## config.mk

```make
export PLATFORM = sky130hd
export DESIGN_NAME = seg7_reader
export DESIGN_NICKNAME = d
export VERILOG_FILES = /design/src/rtl/seg7_reader.sv
export SDC_FILE = /design/constraint.sdc
export NUM_CORES = 1
export LEC_CHECK = 0
export BUFFER_PORTS_ARGS = -buffer_cell sky130_fd_sc_hd__buf_2
export CORE_UTILIZATION = 51
export CTS_BUF_LIST = sky130_fd_sc_hd__clkbuf_8 sky130_fd_sc_hd__clkbuf_16
export CTS_CLUSTER_DIAMETER = 80
export DETAILED_ROUTE_END_ITERATION = 7
export HOLD_SLACK_MARGIN = 0.12
export PLACE_DENSITY = 0.81
export SYNTH_ARGS = -nofsm -noshare
export SYNTH_HDL_FRONTEND = slang
export SYNTH_SLANG_ARGS = --single-unit
```

## constraint.sdc

```tcl
create_clock -name clk_i -period 1.88 [get_ports clk_i]
set_input_delay 0.094 -clock clk_i [delete_from_list [all_inputs] [get_ports clk_i]]
set_output_delay 0.094 -clock clk_i [all_outputs]
set_load 0.03 [all_outputs]
```

## src/rtl/seg7_reader.sv

```systemverilog
// seg7_reader: recovers hex digits from a multiplexed active-low 7-segment bus.
// Each digit must stay stable for STABLE cycles before it is accepted. A frame
// is published once every digit position has been captured with a legal pattern.
module seg7_reader #(
  parameter int NDIG   = 4,
  parameter int STABLE = 3
) (
  input  logic              clk_i,
  input  logic              rst_i,
  input  logic [6:0]        seg_i,
  input  logic [NDIG-1:0]   dig_i,
  output logic [4*NDIG-1:0] value_o,
  output logic              frame_valid_o,
  output logic [NDIG-1:0]   digit_err_o,
  output logic              accept_o
);

  typedef enum logic {COLLECT, EMIT} state_t;

  localparam logic [3:0] STB = 4'(STABLE);

  // Returns {legal, nibble}; unknown patterns come back with legal = 0.
  function automatic logic [4:0] decode(input logic [6:0] s);
    case (s)
      7'h40: decode = 5'h10;  7'h79: decode = 5'h11;
      7'h24: decode = 5'h12;  7'h30: decode = 5'h13;
      7'h19: decode = 5'h14;  7'h12: decode = 5'h15;
      7'h02: decode = 5'h16;  7'h78: decode = 5'h17;
      7'h00: decode = 5'h18;  7'h10: decode = 5'h19;
      7'h08: decode = 5'h1A;  7'h03: decode = 5'h1B;
      7'h46: decode = 5'h1C;  7'h21: decode = 5'h1D;
      7'h06: decode = 5'h1E;  7'h0E: decode = 5'h1F;
      default: decode = 5'h00;
    endcase
  endfunction

  state_t                 state_q, state_d;
  logic [6:0]             prev_seg_q;
  logic [NDIG-1:0]        prev_dig_q;
  logic [3:0]             cnt_q, cnt_d;
  logic                   hit_q, hit_d;
  logic [NDIG-1:0]        got_q, got_d;
  logic [NDIG-1:0][3:0]   stage_q, stage_d;
  logic [NDIG-1:0][3:0]   value_q, value_d;
  logic [NDIG-1:0]        err_q, err_d;
  logic                   fv_q, acc_q;
  logic                   onehot, same;
  logic [4:0]             dec;

  // Stability counter; hit fires once when the count first reaches STABLE.
  // The registered hit lines up with prev_seg/prev_dig holding the accepted pattern.
  always_comb begin
    onehot = (dig_i != '0) && ((dig_i & (dig_i - NDIG'(1))) == '0);
    same   = (seg_i == prev_seg_q) && (dig_i == prev_dig_q);
    cnt_d  = 4'd0;
    if (onehot) begin
      if (same) cnt_d = (cnt_q >= STB) ? STB : cnt_q + 4'd1;
      else      cnt_d = 4'd1;
    end
    hit_d = onehot && (cnt_d == STB) && !(same && (cnt_q == STB));
  end

  // Capture accepted digits into staging / error flags and run the frame FSM.
  // The got clear on EMIT happens before this cycle's acceptance is merged in.
  always_comb begin
    dec     = decode(prev_seg_q);
    stage_d = stage_q;
    err_d   = err_q;
    got_d   = (state_q == EMIT) ? '0 : got_q;
    value_d = value_q;
    state_d = state_q;
    if (hit_q) begin
      for (int i = 0; i < NDIG; i++) begin
        if (prev_dig_q[i]) begin
          if (dec[4]) begin
            stage_d[i] = dec[3:0];
            got_d[i]   = 1'b1;
          end else begin
            err_d[i] = 1'b1;
          end
        end
      end
    end
    case (state_q)
      COLLECT: if (&got_q) state_d = EMIT;
      EMIT: begin
        value_d = stage_q;
        state_d = COLLECT;
      end
      default: state_d = COLLECT;
    endcase
  end

  // State and output registers.
  always_ff @(posedge clk_i) begin
    if (rst_i) begin
      state_q    <= COLLECT;
      prev_seg_q <= '0;
      prev_dig_q <= '0;
      cnt_q      <= '0;
      hit_q      <= 1'b0;
      got_q      <= '0;
      stage_q    <= '0;
      value_q    <= '0;
      err_q      <= '0;
      fv_q       <= 1'b0;
      acc_q      <= 1'b0;
    end else begin
      state_q    <= state_d;
      prev_seg_q <= seg_i;
      prev_dig_q <= dig_i;
      cnt_q      <= cnt_d;
      hit_q      <= hit_d;
      got_q      <= got_d;
      stage_q    <= stage_d;
      value_q    <= value_d;
      err_q      <= err_d;
      fv_q       <= (state_q == EMIT);
      acc_q      <= hit_q;
    end
  end

  assign value_o       = value_q;
  assign frame_valid_o = fv_q;
  assign digit_err_o   = err_q;
  assign accept_o      = acc_q;

endmodule

```

==> summary.txt <==
Final layout
  • Commonest cells after routing, fill and taps aside: sky130_fd_sc_hd__dfxtp_1, sky130_fd_sc_hd__buf_2, sky130_fd_sc_hd__nand2b_1, sky130_fd_sc_hd__buf_4, sky130_fd_sc_hd__nor2_1
  • Most common cell after layout, fill and taps aside: sky130_fd_sc_hd__dfxtp_1
  • Area growth from synthesis to layout: 24.3%
  • Fraction of layout instances using a drive strength above 1: 0.240
  • Fill cell instance count of the final layout: 376
  • Final Cell Area: 0.00327 sq mm
  • Layout Utilization: 0.674
  • Antenna Cells: 0
  • Cell Count, Final, Fillers Out: 408
  • Net count, final: 354

Clock tree
  • Number of buffers created by CTS: 9
  • CTS Root Buffer Type: sky130_fd_sc_hd__clkbuf_8
  • Number of levels in the clock H-tree: 3
  • Maximum clock insertion buffer count: 2
  • Later-pin clock latency in the skew report: 0.34 ns
  • Clock-pin transition on the worst setup and hold timing paths: 0.06 ns
  • CTS tree: built
  • Total clock sinks: 59

Power
  • Power density of the placed cells: 739 mW/mm^2
  • Total leakage power: 1.28 nW
  • Worst VDD drop: 514 uV

Logic synthesis
  • Part of the Yosys area used for sequential elements: 0.449
  • Mean cell area of the mapped netlist: 9.63 sq um
  • Post-Syn Area: 0.00263 sq mm
  • Gate count after technology mapping: 273
  • Top FF cell, synth: sky130_fd_sc_hd__dfxtp_1
  • Flops & latches, synth: 59
  • Fraction of registers with async set or reset after synthesis: 0
  • Number of synthesized flops with an enable pin: 0
  • Yosys warnings: 0
  • Post-synthesis cell type count: 50

Floorplan
  • # IOs: 35
  • Area inside the core boundary: 0.00485 sq mm
  • Die width: 73.8 microns
  • Number of core rows: 25
  • Initial Utilization: 0.542
  • Die H: 73.8 microns
  • Die Footprint: 0.00545 sq mm

Timing
  • Setup TNS: 0 ns
  • Part of the cycle the worst path needs: 0.976
  • Number of hold-slack violations in the final timing report: 0
  • Clock skew: 0.00945 ns
  • Finish-stage setup viols: 0
  • Count of pins over their slew limit: 0
  • Worst Slack Setup Final: 0.0461 ns
  • Final period demand of the worst path: 1.83 ns
  • Upper clock frequency limit: 0.545 GHz
  • Max-Slew Margin vs Limit: 0.570
  • Transition time at the pin with the least slew margin: 0.645 ns

Critical path
  • CP arrival: 2.08 ns
  • Buffers plus inverters on the worst setup path: 0
  • Critical path launch point type: register
  • Kind of cell with the highest combined delay on the critical path: simple AND/OR/NAND/NOR gates
  • Critical path start-end classification: reg2reg
  • Endpoint required time on the critical path: 2.13 ns
  • Critical path's largest stage delay: 0.42 ns
  • Slowest cell on the critical path: sky130_fd_sc_hd__or3b_1
  • Chain of cells forming the critical path: or3b_1, a211oi_2, o211ai_1, and3_1, o22ai_1
  • Largest fanout of any net on the critical path: 9
  • CP endpoint kind: register

Global routing
  • Initial antenna violation count: 0
  • Total routing resource utilization after global routing: 0.225
  • Pin count of the biggest net entering global routing: 43
  • Total global routing overflow: 0
  • Vias in the first global route: 2028
  • Wire length of the first global-routing pass: 9.07 mm

Place
  • IO Port Bufs: 34
  • Placed cell area: 0.00298 sq mm
  • Post-placement setup slack: -0.0695 ns
  • Final Wtd Congestion: 0.795
  • Cell count after placement: 383
  • Estimated wirelength of the detail-placed design: 3.79 mm

Drt
  • Vias per inst: 5.41
  • DRC marker count from the first detailed-route iteration: 107
  • Antenna-violating nets left: 0
  • Total length of routed wires: 5.70 mm
  • Detailed-router iteration count before antenna repair: 4
  • Count of vias placed by the detailed router: 2208
  • Remaining routing DRC violations: 0
  • Wire per inst: 14.0 microns

Flow run
  • Max capacitance violation total: 0

Worst hold path
  • Path class of the lowest-slack min-delay path: in2reg

Outcome
  • Result of the run: complete, no violations
[layout make-up]
cell class	count	area [sq um]	area share
Clock buffer	9	124	0.0379
Clock inverter	3	12.5	0.00383
Inverter	9	33.8	0.0103
Multi-Input combinational cell	191	1360	0.416
Sequential cell	59	1190	0.363
Tap cell	67	83.8	0.0257
Timing Repair Buffer	70	468	0.143
[layer usage]
layer	vias up	global-route usage	routed length, microns	share of wire
li1	1112	-	-	-
met1	1041	0.266	2540	0.45
met2	47	0.374	2780	0.49
met3	8	0.0782	290	0.051
met4	0	0.0876	82	0.014
met5	-	0	0	0
[where the power goes]
group	leakage, nW	total [W]	switching [W]	internal [W]
clock network	0.0793	0.000870	0.000435	0.000435
logic	0.717	0.000250	0.000128	0.000123
registers	0.480	0.00129	0.0000245	0.00127
total	1.28	0.00241	0.000587	0.00183
[cells by family after synthesis]
group / Yosys count / share of synthesized area
XOR/XNOR: 14 / 0.0466
AO/OA/AOI/OAI: 48 / 0.148
buffers and inverters: 25 / 0.0466
flip-flops: 59 / 0.449
AND/OR/NAND/NOR: 108 / 0.238
other: 1 / 0.00143
multiplexers: 17 / 0.0647
adder cells (fa/ha/maj): 1 / 0.00476
[timing repair]
| action | in CTS | in global routing |
|---|---|---|
| pin swaps | 0 | 2 |
| hold buffers | 11 | 0 |
| gates cloned | 0 | 1 |
| resized for setup | 2 | 6 |
| endpoints found under the setup margin | 13 | 24 |
| hold endpoints to repair | 11 | 0 |
| setup buffers | 0 | 1 |
[synthesized netlist by cell type, types with 6 or more instances]
cell,number,area (sq um)
sky130_fd_sc_hd__a31oi_1,6,37.5
sky130_fd_sc_hd__clkbuf_1,8,30.0
sky130_fd_sc_hd__dfxtp_1,59,1180
sky130_fd_sc_hd__inv_1,9,33.8
sky130_fd_sc_hd__mux2i_1,17,170
sky130_fd_sc_hd__nand2_1,13,48.8
sky130_fd_sc_hd__nand2b_1,25,156
sky130_fd_sc_hd__nand4_1,6,37.5
sky130_fd_sc_hd__nor2_1,20,75.1
sky130_fd_sc_hd__nor2b_1,15,93.8
sky130_fd_sc_hd__o221ai_1,12,105
sky130_fd_sc_hd__xnor2_1,11,96.3
[worst register-to-register path, stage by stage (launching register included)]
cell and delay, ns:
sky130_fd_sc_hd__dfxtp_1 0.37, sky130_fd_sc_hd__or3b_1 0.42, sky130_fd_sc_hd__a211oi_2 0.24, sky130_fd_sc_hd__o211ai_1 0.26, sky130_fd_sc_hd__and3_1 0.30, sky130_fd_sc_hd__o22ai_1 0.17
[path summary, 6_finish.rpt]
check	cells after the start	from	to	slack, ns
hold reg to reg	2	got_q[0]	state_q	0.45
setup reg to reg	5	prev_seg_q[5]	got_q[2]	0.05
setup / recovery	5	prev_seg_q[5]	got_q[2]	0.05
hold / removal	2	rst_i	value_o[1]	0.28
[state kept, by name (all words and copies together), names as in the netlist]
| register | flops |
|---|---|
| prev_seg_q | 7 |
| cnt_q | 4 |
| state_q | 1 |
| digit_err_o | 4 |
| got_q | 4 |
| hit_q | 1 |
| accept_o | 1 |
| frame_valid_o | 1 |
| value_o | 16 |
| prev_dig_q | 4 |
| stage_q | 16 |
[through the flow]
stage | total power [W] | hold WS, ns
floorplan | 0.00146 | 0.222
global placement | 0.00153 | 0.336
detailed placement | 0.00153 | 0.345
CTS | 0.00242 | 0.270
global route | 0.00251 | 0.306
finish | 0.00241 | 0.276
Note: power is estimated with default switching activity, not from simulation.
